## src/rtl/modular_unit_if.sv

```systemverilog
// Start/done bus of modular_unit. When MODULAR_QUOTIENT_EN is defined the bus
// also carries the quotient.
interface modular_unit_if #(
  parameter int WIDTH = 32
);
  logic             modular_ready;
  logic [WIDTH-1:0] numerator;
  logic [WIDTH-1:0] denominator;
  logic             modular_done;
  logic [WIDTH-1:0] result;
`ifdef MODULAR_QUOTIENT_EN
  logic [WIDTH-1:0] quotient;

  modport master (output modular_ready, numerator, denominator,
                  input  modular_done, result, quotient);
  modport slave  (input  modular_ready, numerator, denominator,
                  output modular_done, result, quotient);
`else
  modport master (output modular_ready, numerator, denominator,
                  input  modular_done, result);
  modport slave  (input  modular_ready, numerator, denominator,
                  output modular_done, result);
`endif
endinterface

```

## src/rtl/modular_unit.sv

```systemverilog
// Sequential unsigned numerator mod denominator using restoring shift-subtract, one bit per clock.
// Optional macro MODULAR_QUOTIENT_EN adds the quotient output.
module modular_unit #(
  parameter int WIDTH = 32
) (
  input  logic       clk,
  input  logic       reset_n,      // active-high asynchronous reset despite the name
  modular_unit_if.slave bus,
  output logic [1:0] dbg_state
);
  // Handshake: modular_ready is a level. It is sampled only in IDLE, where a 1
  // latches the operands. modular_done rises WIDTH edges later and holds with
  // result until modular_ready is seen low. That edge clears done and returns to IDLE.
  typedef enum logic [1:0] {IDLE = 2'd0, CALC = 2'd1, DONE = 2'd2} state_t;

  localparam int CW = $clog2(WIDTH);

  state_t           state, state_next;
  logic [WIDTH-1:0] dividend;
  logic [WIDTH-1:0] divisor;
  logic [WIDTH:0]   rem;
  logic [CW-1:0]    count;
  logic             done_r;
  logic [WIDTH-1:0] result_r;

  logic [WIDTH:0]   shifted;
  logic             take;
  logic [WIDTH:0]   rem_next;
  logic             last_iter;

  // The partial remainder is always below the divisor, so rem[WIDTH] is zero
  // before the shift and dropping it loses nothing.
  always_comb begin
    shifted   = {rem[WIDTH-1:0], dividend[WIDTH-1]};
    take      = (shifted >= {1'b0, divisor});
    rem_next  = take ? (shifted - {1'b0, divisor}) : shifted;
    last_iter = (count == CW'(WIDTH - 1));
  end

  always_comb begin
    state_next = state;
    case (state)
      IDLE:    if (bus.modular_ready)  state_next = CALC;
      CALC:    if (last_iter)          state_next = DONE;
      DONE:    if (!bus.modular_ready) state_next = IDLE;
      default: state_next = IDLE;
    endcase
  end

  always_ff @(posedge clk or posedge reset_n) begin
    if (reset_n) state <= IDLE;
    else         state <= state_next;
  end

`ifdef MODULAR_QUOTIENT_EN
  logic [WIDTH-1:0] quotient_r;
`endif

  always_ff @(posedge clk or posedge reset_n) begin
    if (reset_n) begin
      dividend   <= '0;
      divisor    <= '0;
      rem        <= '0;
      count      <= '0;
      done_r     <= 1'b0;
      result_r   <= '0;
`ifdef MODULAR_QUOTIENT_EN
      quotient_r <= '0;
`endif
    end else begin
      case (state)
        IDLE: begin
          if (bus.modular_ready) begin
            dividend <= bus.numerator;
            divisor  <= bus.denominator;
            rem      <= '0;
            count    <= '0;
          end
        end
        CALC: begin
          // Quotient bits shift into the vacated low end of the dividend.
          dividend <= {dividend[WIDTH-2:0], take};
          rem      <= rem_next;
          count    <= count + 1'b1;
          if (last_iter) begin
            result_r   <= rem_next[WIDTH-1:0];
            done_r     <= 1'b1;
`ifdef MODULAR_QUOTIENT_EN
            quotient_r <= {dividend[WIDTH-2:0], take};
`endif
          end
        end
        DONE: begin
          if (!bus.modular_ready) done_r <= 1'b0;
        end
        default: done_r <= 1'b0;
      endcase
    end
  end

  assign bus.modular_done = done_r;
  assign bus.result       = result_r;
`ifdef MODULAR_QUOTIENT_EN
  assign bus.quotient     = quotient_r;
`endif
  assign dbg_state        = state;
endmodule

```

## src/flat_wrapper.sv

```systemverilog
// flat-port wrapper written by rule: the top's interface ports become plain ports
module modular_unit_flat 
#(
  parameter int WIDTH = 32
)
  (clk, reset_n, dbg_state, bus_modular_ready, bus_numerator, bus_denominator, bus_modular_done, bus_result);
  modular_unit_if #(.WIDTH(WIDTH)) bus_i ();
  input  logic clk;
  input  logic reset_n;
  output logic [1:0] dbg_state;
  input wire logic [$bits(bus_i.modular_ready)-1:0] bus_modular_ready;
  input wire logic [$bits(bus_i.numerator)-1:0] bus_numerator;
  input wire logic [$bits(bus_i.denominator)-1:0] bus_denominator;
  output wire logic [$bits(bus_i.modular_done)-1:0] bus_modular_done;
  output wire logic [$bits(bus_i.result)-1:0] bus_result;
  assign bus_i.modular_ready = bus_modular_ready;
  assign bus_i.numerator = bus_numerator;
  assign bus_i.denominator = bus_denominator;
  assign bus_modular_done = bus_i.modular_done;
  assign bus_result = bus_i.result;
  modular_unit #(.WIDTH(WIDTH)) u_core (.clk(clk), .reset_n(reset_n), .bus(bus_i), .dbg_state(dbg_state));
endmodule
```

## config.mk

```make
export PLATFORM = sky130hd
export DESIGN_NAME = modular_unit_flat
export DESIGN_NICKNAME = d
export VERILOG_FILES = /design/src/rtl/modular_unit_if.sv /design/src/rtl/modular_unit.sv /design/src/flat_wrapper.sv
export SDC_FILE = /design/constraint.sdc
export NUM_CORES = 1
export LEC_CHECK = 0
export ABC_AREA = 1
export CAP_MARGIN = 15
export CORE_ASPECT_RATIO = 1.2
export CORE_MARGIN = 1.5
export CORE_UTILIZATION = 45
export DETAILED_ROUTE_END_ITERATION = 12
export GPL_TIMING_DRIVEN = 0
export HOLD_SLACK_MARGIN = 0.06
export PLACE_DENSITY_LB_ADDON = 0.2
export RECOVER_POWER = 25
export SYNTH_ARGS = -nofsm -noshare
export SYNTH_HDL_FRONTEND = slang
export SYNTH_SLANG_ARGS = --single-unit
```

## constraint.sdc

```tcl
create_clock -name clk -period 4.56 [get_ports clk]
set_input_delay 0.684 -clock clk [delete_from_list [all_inputs] [get_ports clk]]
set_output_delay 0.684 -clock clk [all_outputs]
set_load 0.02 [all_outputs]
```

==> results of run 1 <==
-- cell families (layout without fill, tap and decap cells) --
group | after synthesis | after routing | synth area share [%]
compound gates | 107 | 107 | 7.496
xor+xnor | 15 | 15 | 1.514
fa+ha+maj | 35 | 35 | 5.132
buf+inv | 246 | 380 | 11.34
flops | 136 | 136 | 39.21
mux | 1 | 1 | 0.1297
simple gates | 698 | 698 | 35.17
-- sequential cells by signal (all words and copies together) (netlist names) --
| register | count |
|---|---|
| u_core.bus.result | 32 |
| u_core.dividend | 32 |
| u_core.divisor | 32 |
| u_core.rem | 32 |
| u_core.count | 5 |
| u_core.dbg_state | 2 |
| u_core.bus.modular_done | 1 |
-- final cells by class --
type                       instances  area (um2)
multi-input combinational        856        4292
fill                            1885        8205
clock buffer                      17       425.4
buffer                            41       215.2
sequential                       136        3403
timing repair buffer             102        1039
tap                              256       320.3
clock inverter                    15       185.2
inverter                         205       770.7
-- final timing paths --
kind,startpoint,endpoint,slack [ns]
max,u_core.rem[19]$_DFFE_PP0P_,u_core.bus.result[8]$_DFFE_PP0P_,2.00
max reg2reg,u_core.rem[19]$_DFFE_PP0P_,u_core.bus.result[8]$_DFFE_PP0P_,2.00
min,u_core.bus.result[15]$_DFFE_PP0P_,u_core.bus.result[15]$_DFFE_PP0P_,0.48
min in group asynchronous,reset_n,u_core.bus.result[2]$_DFFE_PP0P_,1.27
min reg2reg,u_core.bus.result[15]$_DFFE_PP0P_,u_core.bus.result[15]$_DFFE_PP0P_,0.48
max in group asynchronous,reset_n,u_core.rem[13]$_DFFE_PP0P_,2.12
-- synthesized netlist by cell type (2+ instances only) --
cell type / instances
and2_1: 7
xor2_1: 10
a22o_1: 2
buf_4: 2
nand2_2: 34
xnor2_1: 5
a21o_1: 2
dfrtp_1: 136
buf_2: 11
o21ai_0: 18
a21oi_1: 50
nor2_4: 4
inv_2: 4
ha_1: 34
nand2_1: 439
a221oi_1: 17
nand3_1: 83
nand3_2: 9
nor3_1: 21
o211ai_1: 15
inv_1: 200
nor2_1: 71
nand3b_1: 13
nor2_2: 5
o21ai_1: 2
clkbuf_1: 24
buf_12: 2
nand4_1: 8
-- worst max-delay path, delay by kind of cell, from the launching register on --
family,cells,cell delay (ns)
simple gates,11,1.46
buf+inv,1,0.19
fa+ha+maj,1,0.39
flops,1,0.40
-- power groups by stage --
stage / registers, mW / clock network, mW / logic [mW]
finish: 2.05 / 1.44 / 5.65
global route: 2.12 / 1.51 / 6.39
floorplan: 2.15 / 0 / 4.03
global placement: 2.06 / 0 / 5.55
CTS: 2.05 / 1.46 / 5.67
detailed placement: 2.06 / 0 / 5.64
-- metal layers --
| metal | part of all wire, % | track usage [%] | routed length [um] |
|---|---|---|---|
| met2 | 50 | 46.13 | 12320 |
| met3 | 3.2 | 3.851 | 783 |
| met4 | 3.6 | 11.38 | 889 |
| met1 | 44 | 32.16 | 10820 |
| met5 | 0 | 0 | 0 |
-- per-stage QoR --
step / std cells / utilization, % / setup TNS, ns / setup WS (ns) / cell area [um2]
finish: 1628 / 56.48 / 0 / 1.997 / 10650
global route: 1628 / 56.48 / 0 / 1.744 / 10650
CTS: 1628 / 56.50 / 0 / 2.021 / 10650
detailed placement: 1596 / 53.26 / 0 / 1.772 / 10040
global placement: 1595 / 53.09 / -230.87 / -1.716 / 10010
floorplan: 1238 / - / 0 / 0.2365 / 8680
==> results_dict.tcl, run 1 <==
set metrics [dict create \
    status "finished, violations left" \
    violations "capacitance limit, slew limit" \
    dieArea_um2 20130 \
    cp.required_ns 4.88 \
    fin_nets 1461 \
    gp_congestion 0.9589 \
    final_common_cell "nand2_1" \
    cts_tree "yes" \
    hold_depth 2 \
    rsz0062_at_grt "false" \
    finalCriticalPeriod_ns 2.563 \
    drt_iter0_drc 406 \
    slowest_stage "dfrtp_1" \
    synth_top_area_share_pct 39.21 \
    grt_overflow 0 \
    synth_fp_nets 1340 \
    endpoint_kind "flop" \
    crit_chain "ha_1 > nand2_1 > nor2_1 > nand2_1 > nor2_2 > nand2_1 > nand2_2 > nor2_4 > nand2_8 > buf_6 > nand2_1 > nand3_1 > nand2_1" \
    switchingPower_mw 4.499 \
    final_cell_mix "nand2_1 (439), inv_1 (199), dfrtp_1 (136)" \
    critPathKind "reg2reg" \
    grt_max_degree 91 \
    drtAntennaViolNets 0 \
    ctsHoldBuffers 0 \
    die_w_um 129.8 \
    cap_violations 1 \
    grt_pass1_wl_um 40810 \
    initial_core_util_pct 46.03 \
    whs_ns 0.4760 \
    routed_wl_um 24810 \
    ys_seq_area_share_pct 39.21 \
    hold_viol_final 0 \
    p_comb_share_pct 61.8 \
    leakagePower_nw 5.782 \
    cts_made_buffers 17 \
    cp.arrival_ns 2.88 \
    first_global_vias 8114 \
    p_total_mw 9.147 \
    syn_avg_cell_area_um2 7.011 \
    route.detailed.drc 0 \
    antenna_cells 0 \
    yosys_warnings 0 \
    setup_violations 0 \
    critPathMaxStageDelay_ns 0.40 \
    syn_area_um2 8680 \
    areaGrowthSynthToFinish_pct 22.70 \
    clkTransAtPathRegs_ns 0.07 \
    crit_top_cell "nand2_1" \
    min_path_type "reg2reg" \
    clock_latency_ns 0.43 \
    synth_edf_count 0 \
    max_slew_margin_pct -43.40 \
    grt_antenna_before_repair 0 \
    path_max_fanout 10 \
    synthFlopType "dfrtp_1" \
    switching_share_pct 49.18 \
    track_usage_pct 26.41 \
    vias 8063 \
    htreeDepth 4 \
    post_cts_buffers 0 \
    dpl.hpwl_um 19380 \
    root_buffer "clkbuf_16" \
    synth_top_area_cell "dfrtp_1" \
    worst_clock_skew_ns 0.008460 \
    finalCritPeriodShare_pct 56.21 \
    worst_slew_pin_slew_ns 2.139 \
    wl_per_cell_um 15.24 \
    ys_top_cells_by_area "dfrtp_1 (39%), nand2_1 (19%), inv_1 (8.6%)" \
    reg2regPathDepth 13 \
    rows 55 \
    fp.dieH_um 155.1 \
    fmax_mhz 390.2 \
    synth.distinct_cells 38 \
    ir_drop_uv 338.9 \
    share_seq_of_total_power_pct 22.5 \
    core_area_um2 18860 \
    viasPerCell 4.953 \
    synth-async-reset-ratio_pct 100.0 \
    syn_inst 1238 \
    cts_resized 0 \
    worstSetupStartpointType "flop" \
    io_buffers 101 \
    ios 102 \
    clkPwrFrac_pct 15.8 \
    dr.pass1.iters 5 \
    clock-sinks 136 \
    p_int_mw 4.648 \
    p_per_area_nw_per_um2 858.8 \
    layout-drive-gt1-share_pct 8.090 \
    clock_path_buffers 2 \
    ys_seq_elements 136 \
    slew_viol_final 47 \
]
(Power assumes the default switching activity.)
==> run 2: changes to the inputs <==
clock period = 2.2 ns   (was 4.56 ns; I/O delays follow)
==> run 2 against run 1 <==
- the flow finishes with violations (setup timing)
- power grew 150%
- routed wire length up 9.4%
- utilization rose by 7.0 points
- global-route usage increased by 0.62 points
- sequential power up 120%
- largest power group unchanged
- highest routed layer unchanged
==> results_dict.tcl, run 2 (same netlist as run 1, synthesis figures left out) <==
set metrics [dict create \
    status "finished, violations left" \
    violations "setup timing" \
    ir_drop_uv 740.0 \
    viasPerCell 5.078 \
    dpl.hpwl_um 19780 \
    rows 55 \
    final_common_cell "nand2_1" \
    rsz0062_at_grt "true" \
    areaGrowthSynthToFinish_pct 38.01 \
    dp_cells 1598 \
    die_w_um 129.8 \
    grt_max_degree 43 \
    dr.pass1.iters 8 \
    endpoint_kind "flop" \
    slew_viol_final 0 \
    wl_per_cell_um 16.13 \
    antenna_cells 0 \
    ios 102 \
    cp.required_ns 2.52 \
    io_buffers 101 \
    root_buffer "clkbuf_16" \
    finalCritPeriodShare_pct 100.6 \
    grt_overflow 0 \
    crit_chain "ha_4 > nand2_4 > nor2_4 > nand2_2 > nor2_4 > nand2_2 > nand2_2 > nor2_4 > buf_12 > nand2_8 > buf_12 > nand2_1 > nand3_1 > nand2_1" \
    route.detailed.drc 0 \
    p_per_area_nw_per_um2 1897 \
    setup_violations 1 \
    r2r_slack_ns -0.01 \
    ctsHoldBuffers 0 \
    fmax_mhz 451.8 \
    fin_nets 1515 \
    fin_tns_setup_ns -0.01335 \
    cts_tree "yes" \
    first_global_vias 8296 \
    rr_startpoint "u_core.rem[7]$_DFFE_PP0P_" \
    layout-drive-gt1-share_pct 21.53 \
    worst_clock_skew_ns 0.01157 \
    cap_violations 0 \
    reg2reg_to "u_core.rem[8]$_DFFE_PP0P_" \
    hold_depth 2 \
    cts_made_buffers 17 \
    min_path_type "reg2reg" \
    reg2regPathDepth 14 \
    critPathMaxStageDelay_ns 0.44 \
    drt_iter0_drc 465 \
    whs_ns 0.4741 \
    fin_cells 1682 \
    worst_slew_pin_slew_ns 1.220 \
    setup_slack_ns -0.01335 \
    path_delay_family "simple AND/OR/NAND/NOR gates" \
    leakagePower_nw 6.164 \
    clock_latency_ns 0.43 \
    slowest_stage "dfrtp_2" \
    path_buf_inv 2 \
    critPathKind "reg2reg" \
    clock-sinks 136 \
    vias 8541 \
    dieArea_um2 20130 \
    worstSetupStartpointType "flop" \
    max_slew_margin_pct 18.19 \
    initial_core_util_pct 46.03 \
    cp.arrival_ns 2.53 \
    fp.dieH_um 155.1 \
    worstHoldStart "u_core.bus.result[21]$_DFFE_PP0P_" \
    routed_wl_um 27140 \
    finalCriticalPeriod_ns 2.213 \
    min_to "u_core.bus.result[21]$_DFFE_PP0P_" \
    hold_viol_final 0 \
    core_area_um2 18860 \
    grt_antenna_before_repair 0 \
    htreeDepth 4 \
    path_max_fanout 6 \
    gp_congestion 0.9353 \
    clkTransAtPathRegs_ns 0.06 \
    drtAntennaViolNets 0 \
    clock_path_buffers 2 \
    track_usage_pct 27.03 \
    grt_pass1_wl_um 41810 \
    final_cell_mix "nand2_1 (385), inv_1 (179), dfrtp_1 (132)" \
]
## run 2: changes by cell type in the layout (fill, tap and decap cells not counted), sizes merged
cell	previous run	this run
clkinvlp	4	3
clkbuf	41	46
inv	210	212
clkinv	4	3
buf	18	67
bufinv	2	1
nand2	475	476
## run 2: layout make-up
class | instances | area, um2
inverter | 205 | 775.7
clock inverter | 14 | 153.9
timing repair buffer | 155 | 1519
buffer | 41 | 267.8
tap | 256 | 320.3
multi-input combinational | 857 | 5105
clock buffer | 18 | 429.2
sequential | 136 | 3408
fill | 1740 | 6877
## run 2: layer usage
metal / wire [um] / share of wire [%] / track usage, %
met2: 13770 / 51 / 47.92
met1: 11480 / 42 / 32.95
met4: 965 / 3.6 / 9.735
met5: 0 / 0 / 0
met3: 930 / 3.4 / 4.161
## run 2: how the worst max path moves through the flow
| stage | start | endpoint | cells past startpoint |
|---|---|---|---|
| after detailed placement | u_core.rem[20]$_DFFE_PP0P_ | u_core.bus.result[2]$_DFFE_PP0P_ | 13 |
| after floorplan | reset_n | u_core.bus.modular_done$_DFFE_PP0P_ | 1 |
| after global placement | reset_n | u_core.bus.result[14]$_DFFE_PP0P_ | 2 |
| final | u_core.rem[7]$_DFFE_PP0P_ | u_core.rem[8]$_DFFE_PP0P_ | 14 |
| after global routing | u_core.rem[7]$_DFFE_PP0P_ | u_core.rem[8]$_DFFE_PP0P_ | 14 |
| after CTS | u_core.rem[7]$_DFFE_PP0P_ | u_core.bus.result[2]$_DFFE_PP0P_ | 13 |
## run 2: repair_timing
item / 4_1_cts / 5_1_grt
resized for setup: 71 / 128
pin swaps: 3 / 25
setup endpoints to repair: 67 / 67
setup buffers: 3 / 45
gates cloned: 0 / 4
## run 2: power breakdown
part	switching [mW]	internal, mW
Clock	1.27	1.61
Combinational	9.01	6.44
Sequential	0.706	3.70
Total	11.0	11.7
## run 2: through the flow
step	cell area, um2	total power [mW]	utilization, %	setup slack [ns]
floorplan	8683	12.80	-	0.1769
global placement	10010	15.80	53.11	-1.096
detailed placement	10070	16.03	53.43	-0.3311
CTS	11110	20.04	58.91	-0.008192
global route	11980	24.49	63.53	-0.09145
finish	11980	22.73	63.53	-0.01335
## run 2: worst register-to-register path, delay by kind of cell (launching register included)
family | cells | cell delay [ns]
buffers and inverters | 2 | 0.29
flip-flops | 1 | 0.44
AND/OR/NAND/NOR | 11 | 1.05
adder cells (fa/ha/maj) | 1 | 0.32
==> run 3: changes to the inputs <==
PLACE_DENSITY = 0.69   (was default)
PLACE_DENSITY_LB_ADDON = default   (was 0.2)
==> run 3 against run 2 <==
- die area is the same
- critical path type unchanged
- the run now ends clean
- routed wire length decreased by 0.57%
- worst hold slack improved by 0.00061 ns
- critical path depth is 2 lower
- combinational power is essentially flat
- power increased by 0.78%
- flip-flop and latch count unchanged
- maximum frequency is 2.4% higher
- non-clock buffer count down 5
- final area rose by 0.60%
- sequential power about the same
==> results_dict.tcl, run 3 (same netlist as run 1, synthesis figures left out) <==
set metrics [dict create \
    track_usage_pct 27.07 \
    route.detailed.drc 0 \
    fin_nets 1510 \
    clkPwrFrac_pct 12.9 \
    final_cell_mix "nand2_1 (384), inv_1 (179), dfrtp_1 (133)" \
    setup_violations 0 \
    rsz0062_at_grt "true" \
    p_comb_share_pct 67.8 \
    dieArea_um2 20130 \
    max_slew_margin_pct 42.93 \
    critPathKind "reg2reg" \
    antenna_cells 0 \
    finalCritPeriodShare_pct 98.28 \
    cts_tree "yes" \
    layout-drive-gt1-share_pct 21.75 \
    drtAntennaViolNets 0 \
    root_buffer "clkbuf_16" \
    dr.pass1.iters 5 \
    finalCriticalPeriod_ns 2.162 \
    path_max_fanout 5 \
    cp.required_ns 2.52 \
    final_common_cell "nand2_1" \
    drt_iter0_drc 495 \
    grt_max_degree 43 \
    first_global_vias 8354 \
    switching_share_pct 48.33 \
    vias 8484 \
    final_area_um2 12050 \
    share_seq_of_total_power_pct 19.3 \
    die_w_um 129.8 \
    clock_latency_ns 0.43 \
    cts_made_buffers 17 \
    slew_viol_final 0 \
    fmax_mhz 462.5 \
    ctsHoldBuffers 0 \
    wl_per_cell_um 16.09 \
    fin_cells 1677 \
    areaGrowthSynthToFinish_pct 38.84 \
    endpoint_kind "flop" \
    gp_congestion 0.9292 \
    initial_core_util_pct 46.03 \
    fp.dieH_um 155.1 \
    rows 55 \
    viasPerCell 5.059 \
    dp_cells 1598 \
    postPlaceCellArea_um2 10070 \
    routed_wl_um 26990 \
    switchingPower_mw 11.07 \
    grt_antenna_before_repair 0 \
    worst_slew_pin_slew_ns 0.8514 \
    p_int_mw 11.83 \
    worst_clock_skew_ns 0.007690 \
    clkTransAtPathRegs_ns 0.07 \
    clock_path_buffers 2 \
    p_per_area_nw_per_um2 1901 \
    io_buffers 101 \
    min_path_type "reg2reg" \
    ir_drop_uv 768.3 \
    status "completed" \
    leakagePower_nw 6.173 \
    grt_overflow 0 \
    grt_pass1_wl_um 41590 \
    fin_tns_setup_ns 0 \
    worstSetupStartpointType "flop" \
    dpl.hpwl_um 19590 \
    whs_ns 0.4747 \
    cp.arrival_ns 2.48 \
    ios 102 \
    htreeDepth 4 \
    clock-sinks 136 \
    core_area_um2 18860 \
    hold_viol_final 0 \
    cap_violations 0 \
]
==> run 3: final timing paths <==
| kind | cells after the start | slack (ns) | startpoint | endpoint |
|---|---|---|---|---|
| max in group asynchronous | 4 | 0.77 | reset_n | u_core.rem[12]$_DFFE_PP0P_ |
| worst max register to register | 12 | 0.04 | u_core.rem[26]$_DFFE_PP0P_ | u_core.rem[12]$_DFFE_PP0P_ |
| worst min register to register | 2 | 0.47 | u_core.bus.result[29]$_DFFE_PP0P_ | u_core.bus.result[29]$_DFFE_PP0P_ |
| min in group asynchronous | 2 | 0.48 | reset_n | u_core.bus.result[3]$_DFFE_PP0P_ |
| worst max-delay path | 12 | 0.04 | u_core.rem[26]$_DFFE_PP0P_ | u_core.rem[12]$_DFFE_PP0P_ |
| worst min-delay path | 2 | 0.47 | u_core.bus.result[29]$_DFFE_PP0P_ | u_core.bus.result[29]$_DFFE_PP0P_ |
==> run 3: repair_timing <==
item                       in CTS  in global routing
setup endpoints to repair      67                 97
pin swaps                       4                 38
gates cloned                    0                  4
buffers inserted                3                 40
gates resized for setup        68                143
==> run 3: power by group through the flow <==
stage               registers (mW)  clock network (mW)  logic [mW]
finish                        4.42                2.96        15.5
detailed placement            4.28                   0        11.8
CTS                           4.36                2.99        12.8
global route                  4.54                3.11        17.0
global placement              4.26                   0        11.5
floorplan                     4.46                   0        8.35
==> run 3: stage by stage <==
step | utilization (%) | power (mW) | worst slack [ns]
after floorplan | - | 12.80 | 0.1769
after global placement | 53.11 | 15.81 | -1.062
after detailed placement | 53.43 | 16.03 | -0.2871
after CTS | 58.96 | 20.14 | 0.0001630
after global routing | 63.91 | 24.63 | -0.04766
final | 63.91 | 22.91 | 0.03786
==> run 3: metal layers <==
layer | up-vias | wire, um | track usage [%]
li1 | 4200 | - | -
met1 | 4032 | 11150 | 32.82
met2 | 201 | 14000 | 47.75
met3 | 51 | 974 | 4.127
met4 | 0 | 862 | 10.74
met5 | - | 0 | 0
==> run 3: critical path, stage by stage, from the launching register on <==
cell     delay, ns
dfrtp_1       0.43
ha_4          0.33
nand2_2       0.07
nor2_1        0.21
nand2_2       0.14
a21oi_4       0.16
nor2_4        0.08
buf_12        0.13
nand2_8       0.11
buf_12        0.16
nand2_2       0.08
nand3_1       0.08
nand2_1       0.06
==> run 3: layout make-up <==
cell class,count,area [um2]
multi-input cells,857,5197
repair buffers,150,1481
inverters,205,773.2
clock buffers,18,439.2
flip-flops and latches,136,3407
fillers,1731,6805
plain buffers,41,269.0
clock inverters,14,162.7
well taps,256,320.3
